### src/rtl/lbist_sequencer.sv
// LBIST run sequencer: drives TPG/filter resets and filter advance pulses through a
// multi-set self-test run, tracking a saturating error count and the first failing set.
module lbist_sequencer #(
    parameter int unsigned ERR_BITS    = 8,
    parameter int unsigned SET_BITS    = 4,
    parameter int unsigned SETUP_DELAY = 12,
    parameter int unsigned ERR_LIMIT   = 0
) (
    input  logic                clk,
    input  logic                rst_n,
    input  logic                start,
    input  logic                tpg_end,
    input  logic                ora_fail,
    input  logic                fil_end,
    output logic                tpg_reset,
    output logic                fil_reset,
    output logic                fil_inc,
    output logic                busy,
    output logic                done,
    output logic                pass,
    output logic                aborted,
    output logic [ERR_BITS-1:0] err_count,
    output logic [SET_BITS-1:0] set_idx,
    output logic [SET_BITS-1:0] first_fail_set,
    output logic                fail_seen
);

    localparam int unsigned CNT_BITS = (SETUP_DELAY > 1) ? $clog2(SETUP_DELAY) : 1;
    localparam logic [CNT_BITS-1:0] CNT_LOAD = CNT_BITS'(SETUP_DELAY - 1);

    typedef enum logic [2:0] {
        S_IDLE,
        S_SETUP,
        S_RUN,
        S_ADV,
        S_DONE
    } state_e;

    state_e              state_q, state_d;
    logic [CNT_BITS-1:0] cnt_q, cnt_d;
    logic                tpg_reset_q, tpg_reset_d;
    logic                fil_reset_q, fil_reset_d;
    logic                fil_inc_q, fil_inc_d;
    logic                busy_q, busy_d;
    logic                done_q, done_d;
    logic                pass_q, pass_d;
    logic                aborted_q, aborted_d;
    logic [ERR_BITS-1:0] err_q, err_d;
    logic [SET_BITS-1:0] set_q, set_d;
    logic [SET_BITS-1:0] ffs_q, ffs_d;
    logic                fail_seen_q, fail_seen_d;

    logic [ERR_BITS-1:0] err_sat;
    logic                limit_hit;
    logic                launch;

    // Shared decode: count after a failure, and whether that count trips the abort limit.
    always_comb begin
        err_sat   = (err_q == '1) ? err_q : err_q + 1'b1;
        limit_hit = (ERR_LIMIT != 0) && (32'(err_sat) >= ERR_LIMIT);
        launch    = start && (state_q == S_IDLE || state_q == S_DONE);
    end

    always_ff @(posedge clk or negedge rst_n) begin
        if (!rst_n) begin
            state_q     <= S_IDLE;
            cnt_q       <= '0;
            tpg_reset_q <= 1'b1;
            fil_reset_q <= 1'b1;
            fil_inc_q   <= 1'b0;
            busy_q      <= 1'b0;
            done_q      <= 1'b0;
            pass_q      <= 1'b0;
            aborted_q   <= 1'b0;
            err_q       <= '0;
            set_q       <= '0;
            ffs_q       <= '0;
            fail_seen_q <= 1'b0;
        end else begin
            state_q     <= state_d;
            cnt_q       <= cnt_d;
            tpg_reset_q <= tpg_reset_d;
            fil_reset_q <= fil_reset_d;
            fil_inc_q   <= fil_inc_d;
            busy_q      <= busy_d;
            done_q      <= done_d;
            pass_q      <= pass_d;
            aborted_q   <= aborted_d;
            err_q       <= err_d;
            set_q       <= set_d;
            ffs_q       <= ffs_d;
            fail_seen_q <= fail_seen_d;
        end
    end

    always_comb begin
        state_d = state_q;
        cnt_d   = cnt_q;
        case (state_q)
            S_IDLE, S_DONE: begin
                if (start) begin
                    state_d = S_SETUP;
                    cnt_d   = CNT_LOAD;
                end
            end
            S_SETUP: begin
                if (cnt_q == '0) state_d = S_RUN;
                else             cnt_d   = cnt_q - 1'b1;
            end
            S_RUN: begin
                if (fil_end)       state_d = S_DONE;
                else if (ora_fail) state_d = limit_hit ? S_DONE : S_ADV;
                else if (tpg_end)  state_d = S_ADV;
            end
            S_ADV:   state_d = S_RUN;
            default: state_d = S_IDLE;
        endcase
    end

    // Registered outputs are computed from the next state so they change on the same edge.
    always_comb begin
        err_d       = err_q;
        set_d       = set_q;
        ffs_d       = ffs_q;
        fail_seen_d = fail_seen_q;
        aborted_d   = aborted_q;

        if (launch) begin
            err_d       = '0;
            set_d       = '0;
            ffs_d       = '0;
            fail_seen_d = 1'b0;
            aborted_d   = 1'b0;
        end else if (state_q == S_RUN) begin
            if (ora_fail) begin
                err_d = err_sat;
                if (!fail_seen_q) begin
                    ffs_d       = set_q;
                    fail_seen_d = 1'b1;
                end
                if (!fil_end && limit_hit) aborted_d = 1'b1;
            end
            if (state_d == S_ADV && set_q != '1) set_d = set_q + 1'b1;
        end

        tpg_reset_d = 1'b1;
        fil_reset_d = 1'b0;
        fil_inc_d   = 1'b0;
        busy_d      = 1'b0;
        done_d      = 1'b0;
        pass_d      = 1'b0;
        case (state_d)
            S_IDLE: fil_reset_d = 1'b1;
            S_SETUP: begin
                fil_reset_d = 1'b1;
                busy_d      = 1'b1;
            end
            S_RUN: begin
                tpg_reset_d = 1'b0;
                busy_d      = 1'b1;
            end
            S_ADV: begin
                tpg_reset_d = ora_fail;
                fil_inc_d   = 1'b1;
                busy_d      = 1'b1;
            end
            S_DONE: begin
                done_d = 1'b1;
                pass_d = (err_d == '0) && !aborted_d;
            end
            default: fil_reset_d = 1'b1;
        endcase
    end

    assign tpg_reset      = tpg_reset_q;
    assign fil_reset      = fil_reset_q;
    assign fil_inc        = fil_inc_q;
    assign busy           = busy_q;
    assign done           = done_q;
    assign pass           = pass_q;
    assign aborted        = aborted_q;
    assign err_count      = err_q;
    assign set_idx        = set_q;
    assign first_fail_set = ffs_q;
    assign fail_seen      = fail_seen_q;

endmodule

### config.mk
export PLATFORM = sky130hd
export DESIGN_NAME = lbist_sequencer
export DESIGN_NICKNAME = d
export VERILOG_FILES = /design/src/rtl/lbist_sequencer.sv
export SDC_FILE = /design/constraint.sdc
export NUM_CORES = 1
export LEC_CHECK = 0
export ABC_CLOCK_PERIOD_IN_PS = 2600
export CORE_ASPECT_RATIO = 0.6
export CORE_MARGIN = 10
export CORE_UTILIZATION = 50
export DETAILED_ROUTE_END_ITERATION = 6
export HOLD_SLACK_MARGIN = 0.1
export PLACE_DENSITY = 0.77
export SYNTH_ARGS = -nofsm -noshare
export SYNTH_HDL_FRONTEND = slang
export SYNTH_SLANG_ARGS = --single-unit
### constraint.sdc
create_clock -name clk -period 2.6 [get_ports clk]
set_clock_uncertainty 0.15 [all_clocks]
set_input_delay 0.39 -clock clk [delete_from_list [all_inputs] [get_ports clk]]
set_output_delay 0.39 -clock clk [all_outputs]
set_load 0.005 [all_outputs]
==> impl_metrics.toml <==
[timing]
fin_ws_ns = 0.3622
hold_viol = 0
finalSetupViolations = 0
slew_violations = 0
max_freq_ghz = 0.4469
slew_headroom = 0.5234
period_minus_slack_ns = 2.238
whs_ns = 0.3621
max_slew.worst_pin.slew_ns = 0.7136
rsz0062_at_grt = "false"
setup_tns_ns = 0
fin_crit_sh = 0.8607

[placed_design]
post-place-cells = 225
post-dp-hpwl_um = 2990
gp_congestion = 0.9018
post-place-ws_ns = 0.1613
io_buffers = 29

[grt]
grt_first_pass_wirelength_um = 6630
grt_max_degree = 32
grt_pass1_vias = 1288
antenna_found_initial = 0
overflow = 0
grt_usage = 0.1396

[routing]
route.detailed.drc = 0
met1_length_um = 1801
viasPerCell = 5.674
wl_met2_um = 1686
drt_iter0_markers = 117
drt_wl_total_um = 3986
wire_per_inst_um = 17.11
dr.pass1.iters = 4
ant_nets = 0
vias = 1322
wl_met3_um = 473
topRoutingLayerUsed = "met4"

[logic_synthesis]
synthMuxAreaShare = 0.01908
synth_warnings = 0
ys.flop_type = "dfrtp_1"
synth_seq_area_share = 0.4944
syn_inst = 152
syn-mean-instance-area_um2 = 10.36
synth_top_family_by_area = "simple AND/OR/NAND/NOR gates"
synthesis.area_um2 = 1574
ys_ff_latch = 31
async_flop_share = 1.000
yosys.area_share.simple = 0.2377
syn_nets = 162
synth-edff-count = 0
synth-compound-area-share = 0.1415
yosys.cell_types.count = 43
synth_xor_area_frac = 0.03339
synth_adder_area_share = 0.03180

[die]
floorplan.initialDensity = 0.5342
fp-row-count = 15
die_height_um = 63.46
die_w_um = 92.44
num_io_pins = 30
die_area_um2 = 5866
coreArea_um2 = 2947

[cells_and_area]
area_growth_pct = 29.41
fill_cells = 240
final_cell_mix = "dfrtp_1, clkdlybuf4s50_1, nor2_1"
multi_input_area_um2 = 729.5
antenna_cells = 0
register_area_um2 = 778.2
drive_above_1_share = 0.1257
layout.nets = 200
instances_no_fill = 233

[clock_network]
h-tree-depth = 2
ctsResizeCount = 0
clk_pin_slew_ns = 0.06
cts_buffers = 5
max-clock-path-buffers = 2
clkSinkCount = 31
insertion_delay_ns = 0.27
root_buffer = "clkbuf_8"
cts_tree = "yes"
postCtsSetupRepairBufs = 0
holdBufCountCts = 0

[power]
leakagePower_uw = 0.0008754
powerDensity_nw_per_um2 = 779.7
peakVddDrop_mv = 0.5362
power_uw = 1588

[critical_path]
path_max_fanout = 11
crit_chain = "or3b_1, o21bai_1, a211oi_1, and4bb_1"
crit_type = "flip-flop to flip-flop"
worstPathArrival_ns = 2.24
cp.required_ns = 2.61
critical-path-slowest-cell = "dfrtp_1"
worst_path_largest_cell_delay_ns = 0.54
endpoint_kind = "flip-flop"
start_kind = "flip-flop"

[min_path]
hold_class = "input pin to async pin"

[job]
cap_violations = 0

[run_status]
outcome = "complete, no violations"
==> path summary, 6_finish.rpt <==
check / startpoint / endpoint / slack, ns / depth (start not counted)
max in group asynchronous: rst_n / fil_reset$_DFF_PN1_ / 1.63 / 2
hold reg to reg: cnt_q[0]$_DFFE_PN0P_ / cnt_q[0]$_DFFE_PN0P_ / 0.36 / 1
setup / recovery: state_q[1]$_DFF_PN0_ / pass$_DFF_PN0_ / 0.36 / 4
setup reg to reg: state_q[1]$_DFF_PN0_ / pass$_DFF_PN0_ / 0.36 / 4
min in group clk: cnt_q[0]$_DFFE_PN0P_ / cnt_q[0]$_DFFE_PN0P_ / 0.36 / 1
hold / removal: rst_n / busy$_DFF_PN0_ / 0.36 / 2
==> sequential cells by signal (all words and copies together), names as in the netlist <==
name / cells
err_count: 8
cnt_q: 4
first_fail_set: 4
set_idx: 4
state_q: 3
aborted: 1
busy: 1
done: 1
fail_seen: 1
fil_inc: 1
fil_reset: 1
pass: 1
tpg_reset: 1
==> where the power goes <==
group	switching [uW]	internal, uW
registers	112	583
clock network	170	241
logic	245	236
total	527	1060
==> synthesized netlist by cell type (2+ instances only) <==
master / count / share of area
nand4_1: 5 / 0.020
nand2_1: 13 / 0.031
ha_1: 4 / 0.032
a211oi_1: 3 / 0.014
and3_1: 3 / 0.012
nand2b_1: 2 / 0.0079
dfrtp_1: 29 / 0.46
nor4b_1: 2 / 0.011
o21bai_1: 3 / 0.014
o21ai_0: 4 / 0.013
dfstp_2: 2 / 0.033
inv_1: 9 / 0.021
or3b_1: 3 / 0.017
nor3_1: 8 / 0.025
a21oi_1: 9 / 0.029
xor2_1: 5 / 0.028
o21ai_1: 2 / 0.0064
mux2i_1: 3 / 0.019
nor2_1: 18 / 0.043
buf_2: 2 / 0.0064
==> critical path, delay by kind of cell (launching register included) <==
family	cells	cell delay (ns)
simple gates	2	0.78
flops	1	0.54
compound gates	2	0.66
==> metal layers <==
layer	GRT usage	up-vias
li1	-	618
met1	0.1882	639
met2	0.2009	61
met3	0.05674	4
met4	0.03448	0
met5	0	-
==> logic make-up (layout without fill, tap and decap cells) <==
| kind of cell | Yosys count | in the layout |
|---|---|---|
| simple gates | 64 | 64 |
| flops | 31 | 31 |
| compound gates | 30 | 30 |
| buf+inv | 14 | 53 |
| xor+xnor | 6 | 6 |
| fa+ha+maj | 4 | 4 |
| mux | 3 | 3 |
==> layout make-up <==
class | count | area share
timing repair buffer | 36 | 0.1683
sequential | 31 | 0.3821
inverter | 9 | 0.01658
multi-input combinational | 107 | 0.3581
clock buffer | 8 | 0.04914
tap | 42 | 0.02580
==> per-stage QoR <==
stage               area [um^2]  utilization
floorplan                  1574            -
global placement           1937       0.6573
detailed placement         1937       0.6573
CTS                        2037       0.6913
global route               2037       0.6913
finish                     2037       0.6913
(Power assumes the default switching activity.)
